$ cat src/rtl/div_sequencer_if.sv
// Request/response handshake bundle between a client and div_sequencer.
// The master modport is the client side; the slave modport is the sequencer side.
interface div_sequencer_if #(
  parameter int PARALLELISM = 32
);
  logic                   req_valid;
  logic                   req_ready;
  logic [1:0]             req_op;
  logic [PARALLELISM-1:0] req_dividend;
  logic [PARALLELISM-1:0] req_divisor;
  logic                   resp_valid;
  logic                   resp_ready;
  logic [PARALLELISM-1:0] resp_result;
  logic                   resp_err;

  modport master (
    output req_valid, req_op, req_dividend, req_divisor, resp_ready,
    input  req_ready, resp_valid, resp_result, resp_err
  );

  modport slave (
    input  req_valid, req_op, req_dividend, req_divisor, resp_ready,
    output req_ready, resp_valid, resp_result, resp_err
  );
endinterface

$ cat src/rtl/div_sequencer.sv
// RISC-V DIV/DIVU/REM/REMU front-end for an unsigned DivisorUnit: handles the
// corner cases locally and applies sign fix-up. Define DIV_TIMEOUT_EN for a busy watchdog.
module div_sequencer #(
  parameter int PARALLELISM    = 32,
  parameter int TIMEOUT_CYCLES = 256
) (
  input  logic                   clk,
  input  logic                   rst,
  div_sequencer_if.slave         bus,
  output logic                   div_valid,
  output logic                   div_usigned,
  output logic [PARALLELISM-1:0] div_dividend,
  output logic [PARALLELISM-1:0] div_divisor,
  input  logic [PARALLELISM-1:0] div_quotient,
  input  logic [PARALLELISM-1:0] div_reminder,
  input  logic                   div_res_ready
);

  localparam logic [1:0] ST_IDLE = 2'd0;
  localparam logic [1:0] ST_BUSY = 2'd1;
  localparam logic [1:0] ST_FIX  = 2'd2;
  localparam logic [1:0] ST_RESP = 2'd3;

  localparam logic [PARALLELISM-1:0] ALL_ONES = '1;
  localparam logic [PARALLELISM-1:0] MOST_NEG = {1'b1, {(PARALLELISM-1){1'b0}}};

  if (PARALLELISM < 2 || TIMEOUT_CYCLES < 1) begin : g_bad_cfg
    $error("div_sequencer: PARALLELISM must be >= 2 and TIMEOUT_CYCLES >= 1");
  end

  logic [1:0]             state_q, state_d;
  logic [1:0]             op_q, op_d;
  logic                   q_neg_q, q_neg_d;
  logic                   r_neg_q, r_neg_d;
  logic                   div_valid_q, div_valid_d;
  logic [PARALLELISM-1:0] div_dividend_q, div_dividend_d;
  logic [PARALLELISM-1:0] div_divisor_q, div_divisor_d;
  logic [PARALLELISM-1:0] quot_q, quot_d;
  logic [PARALLELISM-1:0] rem_q, rem_d;
  logic [PARALLELISM-1:0] resp_result_q, resp_result_d;

`ifdef DIV_TIMEOUT_EN
  localparam int CW = $clog2(TIMEOUT_CYCLES + 1);
  localparam logic [CW-1:0] TMO_LAST = CW'(TIMEOUT_CYCLES - 1);
  logic [CW-1:0] tmo_cnt_q, tmo_cnt_d;
  logic          resp_err_q, resp_err_d;
`endif

  logic                   req_signed;
  logic                   sa, sb;
  logic                   div_by_zero;
  logic                   sgn_overflow;
  logic [PARALLELISM-1:0] fix_sel;
  logic                   fix_neg;

  // Request decode: signed ops have op[0]==0; flags are zero for unsigned ops.
  assign req_signed   = ~bus.req_op[0];
  assign sa           = req_signed & bus.req_dividend[PARALLELISM-1];
  assign sb           = req_signed & bus.req_divisor[PARALLELISM-1];
  assign div_by_zero  = (bus.req_divisor == '0);
  assign sgn_overflow = req_signed && (bus.req_dividend == MOST_NEG) && (bus.req_divisor == ALL_ONES);

  assign fix_sel = op_q[1] ? rem_q : quot_q;
  assign fix_neg = op_q[1] ? r_neg_q : q_neg_q;

  always_comb begin
    state_d        = state_q;
    op_d           = op_q;
    q_neg_d        = q_neg_q;
    r_neg_d        = r_neg_q;
    div_valid_d    = div_valid_q;
    div_dividend_d = div_dividend_q;
    div_divisor_d  = div_divisor_q;
    quot_d         = quot_q;
    rem_d          = rem_q;
    resp_result_d  = resp_result_q;
`ifdef DIV_TIMEOUT_EN
    tmo_cnt_d      = tmo_cnt_q;
    resp_err_d     = resp_err_q;
`endif

    case (state_q)
      ST_IDLE: begin
        if (bus.req_valid) begin
          op_d    = bus.req_op;
          q_neg_d = sa ^ sb;
          r_neg_d = sa;
          if (div_by_zero) begin
            resp_result_d = bus.req_op[1] ? bus.req_dividend : ALL_ONES;
            state_d       = ST_RESP;
          end else if (sgn_overflow) begin
            resp_result_d = bus.req_op[1] ? '0 : bus.req_dividend;
            state_d       = ST_RESP;
          end else begin
            // Most-negative input negates to itself, which reads as 2^(P-1) unsigned.
            div_dividend_d = sa ? (~bus.req_dividend + 1'b1) : bus.req_dividend;
            div_divisor_d  = sb ? (~bus.req_divisor + 1'b1) : bus.req_divisor;
            div_valid_d    = 1'b1;
            state_d        = ST_BUSY;
`ifdef DIV_TIMEOUT_EN
            tmo_cnt_d      = '0;
`endif
          end
        end
      end

      ST_BUSY: begin
        if (div_res_ready) begin
          quot_d      = div_quotient;
          rem_d       = div_reminder;
          div_valid_d = 1'b0;
          state_d     = ST_FIX;
        end
`ifdef DIV_TIMEOUT_EN
        else if (tmo_cnt_q == TMO_LAST) begin
          div_valid_d   = 1'b0;
          resp_result_d = '0;
          resp_err_d    = 1'b1;
          state_d       = ST_RESP;
        end else begin
          tmo_cnt_d = tmo_cnt_q + 1'b1;
        end
`endif
      end

      ST_FIX: begin
        resp_result_d = fix_neg ? (~fix_sel + 1'b1) : fix_sel;
        state_d       = ST_RESP;
      end

      default: begin
        if (bus.resp_ready) begin
          state_d = ST_IDLE;
`ifdef DIV_TIMEOUT_EN
          resp_err_d = 1'b0;
`endif
        end
      end
    endcase
  end

  always_ff @(posedge clk) begin
    if (rst) begin
      state_q        <= ST_IDLE;
      op_q           <= 2'b00;
      q_neg_q        <= 1'b0;
      r_neg_q        <= 1'b0;
      div_valid_q    <= 1'b0;
      div_dividend_q <= '0;
      div_divisor_q  <= '0;
      quot_q         <= '0;
      rem_q          <= '0;
      resp_result_q  <= '0;
`ifdef DIV_TIMEOUT_EN
      tmo_cnt_q      <= '0;
      resp_err_q     <= 1'b0;
`endif
    end else begin
      state_q        <= state_d;
      op_q           <= op_d;
      q_neg_q        <= q_neg_d;
      r_neg_q        <= r_neg_d;
      div_valid_q    <= div_valid_d;
      div_dividend_q <= div_dividend_d;
      div_divisor_q  <= div_divisor_d;
      quot_q         <= quot_d;
      rem_q          <= rem_d;
      resp_result_q  <= resp_result_d;
`ifdef DIV_TIMEOUT_EN
      tmo_cnt_q      <= tmo_cnt_d;
      resp_err_q     <= resp_err_d;
`endif
    end
  end

  assign bus.req_ready   = (state_q == ST_IDLE);
  assign bus.resp_valid  = (state_q == ST_RESP);
  assign bus.resp_result = resp_result_q;
`ifdef DIV_TIMEOUT_EN
  assign bus.resp_err    = resp_err_q;
`else
  assign bus.resp_err    = 1'b0;
`endif

  assign div_valid    = div_valid_q;
  assign div_usigned  = 1'b1;
  assign div_dividend = div_dividend_q;
  assign div_divisor  = div_divisor_q;

endmodule

$ cat src/flat_wrapper.sv
// flat-port wrapper written by rule: the top's interface ports become plain ports
module div_sequencer_flat 
#(
  parameter int PARALLELISM    = 32,
  parameter int TIMEOUT_CYCLES = 256
)
  (clk, rst, div_valid, div_usigned, div_dividend, div_divisor, div_quotient, div_reminder, div_res_ready, bus_req_valid, bus_req_op, bus_req_dividend, bus_req_divisor, bus_resp_ready, bus_req_ready, bus_resp_valid, bus_resp_result, bus_resp_err);
  div_sequencer_if #(.PARALLELISM(PARALLELISM)) bus_i ();
  input  logic clk;
  input  logic rst;
  output logic div_valid;
  output logic div_usigned;
  output logic [PARALLELISM-1:0] div_dividend;
  output logic [PARALLELISM-1:0] div_divisor;
  input  logic [PARALLELISM-1:0] div_quotient;
  input  logic [PARALLELISM-1:0] div_reminder;
  input  logic div_res_ready;
  input wire logic [$bits(bus_i.req_valid)-1:0] bus_req_valid;
  input wire logic [$bits(bus_i.req_op)-1:0] bus_req_op;
  input wire logic [$bits(bus_i.req_dividend)-1:0] bus_req_dividend;
  input wire logic [$bits(bus_i.req_divisor)-1:0] bus_req_divisor;
  input wire logic [$bits(bus_i.resp_ready)-1:0] bus_resp_ready;
  output wire logic [$bits(bus_i.req_ready)-1:0] bus_req_ready;
  output wire logic [$bits(bus_i.resp_valid)-1:0] bus_resp_valid;
  output wire logic [$bits(bus_i.resp_result)-1:0] bus_resp_result;
  output wire logic [$bits(bus_i.resp_err)-1:0] bus_resp_err;
  assign bus_i.req_valid = bus_req_valid;
  assign bus_i.req_op = bus_req_op;
  assign bus_i.req_dividend = bus_req_dividend;
  assign bus_i.req_divisor = bus_req_divisor;
  assign bus_i.resp_ready = bus_resp_ready;
  assign bus_req_ready = bus_i.req_ready;
  assign bus_resp_valid = bus_i.resp_valid;
  assign bus_resp_result = bus_i.resp_result;
  assign bus_resp_err = bus_i.resp_err;
  div_sequencer #(.PARALLELISM(PARALLELISM), .TIMEOUT_CYCLES(TIMEOUT_CYCLES)) u_core (.clk(clk), .rst(rst), .bus(bus_i), .div_valid(div_valid), .div_usigned(div_usigned), .div_dividend(div_dividend), .div_divisor(div_divisor), .div_quotient(div_quotient), .div_reminder(div_reminder), .div_res_ready(div_res_ready));
endmodule
$ cat config.mk
export PLATFORM = sky130hd
export DESIGN_NAME = div_sequencer_flat
export DESIGN_NICKNAME = d
export VERILOG_FILES = /design/src/rtl/div_sequencer_if.sv /design/src/rtl/div_sequencer.sv /design/src/flat_wrapper.sv
export SDC_FILE = /design/constraint.sdc
export NUM_CORES = 1
export LEC_CHECK = 0
export CAP_MARGIN = 20
export CORE_ASPECT_RATIO = 2
export CORE_UTILIZATION = 30
export DETAILED_ROUTE_END_ITERATION = 8
export DONT_BUFFER_PORTS = 1
export GPL_TIMING_DRIVEN = 0
export PLACE_DENSITY = 0.4
export REMOVE_ABC_BUFFERS = 1
export SLEW_MARGIN = 20
export SYNTH_ARGS = -nofsm -noshare
export SYNTH_HDL_FRONTEND = slang
export SYNTH_SLANG_ARGS = --single-unit
$ cat constraint.sdc
create_clock -name clk -period 5.1 [get_ports clk]
set_clock_uncertainty 0.2 [all_clocks]
set_input_delay 1.02 -clock clk [delete_from_list [all_inputs] [get_ports clk]]
set_output_delay 1.02 -clock clk [all_outputs]
set_load 0.1 [all_outputs]
# Word level (Yosys, flattened, before mapping)

Index checks and enable logic that the tools add are counted.

Bits in registers: 167
Output and inout bits: 101

Add/subtract/negate cells: 3
Equality and inequality tests: 10
Multiplexer cells: 22
Bitwise logic cells: 9
Reductions and logical operators: 13

Operators by type and width:

| cell                  | count |
|---|---|
| $mux 32               | 9 |
| $add 32x1->32 const B | 3 |
| $not 32->32           | 3 |
| $eq 32x32->1 const B  | 2 |
| $pmux 32 s2           | 1 |
| $logic_not 32->1      | 1 |
| $mux 2                | 5 |
| $ne 2x2->1 const B    | 4 |
| $pmux 2 s3            | 1 |
| $reduce_and 3->1      | 2 |
| $mux 1                | 5 |
| $reduce_and 5->1      | 1 |
| $eq 2x2->1 const B    | 2 |
| $reduce_and 2->1      | 2 |
| $reduce_and 4->1      | 1 |
| $reduce_bool 2->1     | 2 |
| $reduce_bool 4->1     | 1 |
| $ne 3x1->1 const B    | 1 |
| $not 1->1             | 3 |
| $and 1x1->1           | 2 |
| $eq 2x1->1 const B    | 1 |
| $logic_and 1x1->1     | 2 |
| $logic_not 2->1       | 1 |
| $pmux 1 s2            | 1 |
| $xor 1x1->1           | 1 |

# Logic depth before layout (Yosys ltp)

Depth in word-level cells: 7
Depth in mapped cells: 14
Depth with buffers taken out: 9

# Least setup slack after synthesis

No wires, ideal clock.

Kind: register -> register
From: register u_core.op_q[1]
To: register u_core.resp_result_q[28], in the netlist u_core.bus.resp_result[28]
Arrival: 3.572 ns
Required time: 4.809 ns
Slack: 1.237 ns
Cell stages (with the launch flop): 15
Period minus slack after synthesis: 3.863 ns
Cell sequence: dfxtp_1 buf_2 clkbuf_1 clkbuf_1 clkbuf_1 buf_2 mux2i_1 ha_1 nor4b_1 o22ai_1 nor4_1 a21oi_1 xnor2_1 nand2_1 a311oi_1

Cells in the longest elaborated chain, start to end: 5
Elaborated cells on any way between the ends: 6
Classes of those cells: add/sub: 1; mux: 4; bitwise: 1

RTL lines:

| element                  | RTL line             | source |
|---|---|---|
| start: declaration       | div_sequencer.sv:32  | `logic [1:0] op_q, op_d;` |
| start signal: assignment | div_sequencer.sv:160 | `op_q <= op_d;` |
| $mux 32                  | div_sequencer.sv:63  | `assign fix_sel = op_q[1] ? rem_q : quot_q;` |
| $not 32->32              | div_sequencer.sv:127 | `resp_result_d = fix_neg ? (~fix_sel + 1'b1) : fix_sel;` |
| $add 32x1->32            | div_sequencer.sv:127 |  |
| $mux 32 (*)              | div_sequencer.sv:127 |  |
| $pmux 32 s2 (*)          | div_sequencer.sv:82  | `case (state_q)` |
| end signal: assignment   | div_sequencer.sv:168 | `resp_result_q <= resp_result_d;` |
| end: declaration         | div_sequencer.sv:40  | `logic [PARALLELISM-1:0] resp_result_q, resp_result_d;` |

Every way passes the cells marked *; elsewhere a longest branch is shown, timed or not.
A chain may end at the register's enable or synchronous reset.

# Worst setup path after layout

From: input port bus_req_dividend[0]
To: register u_core.resp_result_q[20], in the netlist u_core.bus.resp_result[20]

Cells in the longest elaborated chain, start to end: 5

RTL lines:

| element                        | RTL line            | source |
|---|---|---|
| start: declaration             | flat_wrapper.sv:20  | `input wire logic [$bits(bus_i.req_dividend)-1:0] bus_req_dividend;` |
| $eq 32x32->1                   | div_sequencer.sv:61 | `assign sgn_overflow = req_signed && (bus.req_dividend == MOST_NEG) && (bus.req_divisor == ALL_ONES);` |
| $logic_and 1x1->1 (2 in a row) | div_sequencer.sv:61 |  |
| $ne 3x1->1 (no line)           | --                  |  |
| $reduce_and 3->1 (no line)     | --                  |  |

No other way between the ends.

==> impl_metrics.tcl <==
set metrics [dict create \
    outcome "finished with violations" \
    violations "DRC" \
    relSlewSlack 0.277 \
    cp.required_ps 5220 \
    row_count 90 \
    crit_start "bus_req_dividend[0]" \
    yosysTopAreaCell "dfxtp_1" \
    synthDistinctLibCells 57 \
    hp-class "reg2reg" \
    synth-seq-area-share 0.363 \
    drive_gt1_frac 0.0544 \
    wire_per_inst_um 20.0 \
    setup_violations 0 \
    globalplace.congestion 0.776 \
    yosys.cell_count.top_type "nand2_1" \
    p_leak_nw 3.28 \
    whs_path_depth 2 \
    r2r_slack_ps 1310 \
    cts_sinks 166 \
    p_sw_frac 0.525 \
    dp_cells 1479 \
    fmax_mhz 230 \
    final_antenna_net_count 0 \
    maxCapViolations 0 \
    worstSetupPathType "in2reg" \
    dpl.hpwl_mm 23.0 \
    period_share 0.854 \
    crit_path_end_kind "flip-flop" \
    async_flop_share 0 \
    nets 1274 \
    overflow 0 \
    syn_to_final_growth_pct 9.84 \
    fill_cells 3247 \
    powerDensity_nw_per_um2 597 \
    worst_pin_slew_ps 1080 \
    clock_latency_ps 450 \
    io_pins 236 \
    grt_setup_unrepaired "no" \
    drtIter0Drc 311 \
    netlist_top_cells_count "201 x nand2_1, 166 x dfxtp_1, 152 x nor2_1, 116 x a21oi_1, 85 x a211oi_1" \
    endpoint "u_core.bus.resp_result[20]$_SDFFE_PP0P_" \
    portBuffers 0 \
    reg2reg_from "u_core.state_q[0]$_SDFFE_PP0P_" \
    path_clk_slew_ps 70 \
    synth_edf_count 0 \
    antenna_found_initial 0 \
    cts_max_path_buffers 2 \
    p_comb_frac 0.255 \
    drc 23 \
    reg2reg_to "u_core.bus.resp_result[20]$_SDFFE_PP0P_" \
    dieArea_um2 31300 \
    fp.dieH_um 249 \
    ff2ff_path_depth 8 \
    final_util 0.334 \
    core_area_um2 30100 \
    syn-instance-count 1190 \
    whs_ps 253 \
    cts_hold_buf 0 \
    ys_warn_count 0 \
    critPathLaunchType "input pin" \
    fin_crit_ps 4350 \
    cts_buffers 17 \
    netlist_area_um2 9160 \
    grt_pass1_vias 7839 \
    multiInputGateArea_um2 5480 \
    p_clk_frac 0.210 \
    grt_start_max_net_pins 167 \
    n_antenna_cell 0 \
    drv_slew 0 \
    grt_pass1_wl_mm 46.3 \
    grt_usage 0.195 \
    crit_fanout 37 \
    seq_power_share 0.535 \
    power.switching_mw 3.16 \
    cts_root_buf "clkbuf_16" \
    cts_htree_levels 4 \
    crit_arrival_ps 4480 \
    start_util 0.304 \
    p_int_mw 2.85 \
    hold_viol_final 0 \
    num_vias 7967 \
    synth_top_flop_cell "dfxtp_1" \
    cts_resized 0 \
    synth_top_area_frac 0.363 \
    final_cells 1508 \
    viasPerCell 5.28 \
    wirelength_mm 30.2 \
    post_cts_buffers 0 \
    syn_area_per_cell_um2 7.69 \
    drtPass1Iterations 6 \
    ys_ff_latch 166 \
    seq_area_um2 3330 \
    peakVddDrop_mv 0.248 \
    die_w_um 126 \
    synthTopCellsByArea "dfxtp_1 36%, nand2_1 8.2%, a211oi_1 7.0%" \
    cts_tree "done" \
]
## stage by stage
stage / setup TNS, ps / total power [mW] / setup WS (ps) / area, um2
3_3_place_gp: -240860 / 4.78 / -3690 / 9270
5_1_grt: 0 / 6.31 / 464 / 10100
2_1_floorplan: -75860 / 4.32 / -1290 / 8800
3_5_place_dp: 0 / 4.81 / 178 / 9510
6_report: 0 / 6.00 / 746 / 10100
4_1_cts: 0 / 6.09 / 666 / 10100
## power groups by stage
stage | clock [mW] | combinational (mW) | sequential [mW]
final | 1.26 | 1.53 | 3.21
after global routing | 1.35 | 1.72 | 3.25
after CTS | 1.31 | 1.56 | 3.22
after detailed placement | 0 | 1.56 | 3.25
after global placement | 0 | 1.51 | 3.27
after floorplan | 0 | 1.16 | 3.16
## kinds of logic (layout without fill, tap and decap cells)
| family | after synthesis | count (layout) | synth area share |
|---|---|---|---|
| buffers and inverters | 103 | 53 | 0.0448 |
| other | 2 | 2 | 0.000820 |
| AO/OA/AOI/OAI | 297 | 297 | 0.209 |
| flip-flops | 166 | 166 | 0.363 |
| adder cells (fa/ha/maj) | 29 | 29 | 0.0342 |
| multiplexers | 34 | 34 | 0.0376 |
| XOR/XNOR | 87 | 87 | 0.0832 |
| AND/OR/NAND/NOR | 472 | 472 | 0.228 |
## worst min-delay path by stage
stage                                     endpoint                            from
detailed placement  u_core.quot_q[30]$_SDFFE_PP0P_  u_core.quot_q[30]$_SDFFE_PP0P_
global route        u_core.quot_q[30]$_SDFFE_PP0P_  u_core.quot_q[30]$_SDFFE_PP0P_
CTS                 u_core.quot_q[30]$_SDFFE_PP0P_  u_core.quot_q[30]$_SDFFE_PP0P_
finish              u_core.quot_q[30]$_SDFFE_PP0P_  u_core.quot_q[30]$_SDFFE_PP0P_
global placement     u_core.rem_q[29]$_SDFFE_PP0P_   u_core.rem_q[29]$_SDFFE_PP0P_
floorplan           u_core.quot_q[27]$_SDFFE_PP0P_  u_core.quot_q[27]$_SDFFE_PP0P_
## cell type report
cell class,count,area share
clock buffers,21,0.0468
clock inverters,8,0.00759
inverters,16,0.00597
multi-input cells,921,0.545
flip-flops and latches,166,0.331
well taps,368,0.0458
repair buffers,8,0.0184
## registers in the layout, indices dropped and copies added, names as in the netlist
| name | flops |
|---|---|
| u_core.op_q | 1 |
| u_core.r_neg_q | 1 |
| u_core.div_valid | 1 |
| u_core.q_neg_q | 1 |
| u_core.div_divisor | 32 |
| u_core.bus.resp_result | 32 |
| u_core.div_dividend | 32 |
| u_core.state_q | 2 |
| u_core.rem_q | 32 |
| u_core.quot_q | 32 |
## cells in the final DEF, fill, tap and decap left out, types with 8 or more instances in the layout
cell type    n
o31ai_1     16
xnor2_1     41
nor4_1      12
dfxtp_1    165
nor2_1     151
nand2_1    200
a21oi_1    115
nand3_1      8
a31oi_1      8
nand4_1      9
clkbuf_16   17
maj3_1      20
o21ai_0     26
xor2_1      46
nor3b_1      8
mux2i_1     30
a211oi_1    85
inv_1       15
nor3_1      38
## layer usage
layer / up-vias / track usage / part of all wire
li1: 4081 / - / -
met1: 3641 / 0.186 / 0.35
met2: 211 / 0.381 / 0.56
met3: 34 / 0.0591 / 0.068
met4: 0 / 0.0749 / 0.025
met5: - / 0 / 0
## critical path, cell delays in order
cell and delay, ps:
inv_1 30, ha_1 180, or4b_1 560, nor2_1 320
nand3_1 300, o41ai_4 840, a21o_2 750, nor2_1 70
a2111oi_0 380
No activity file was read; power rests on OpenSTA's default activity.
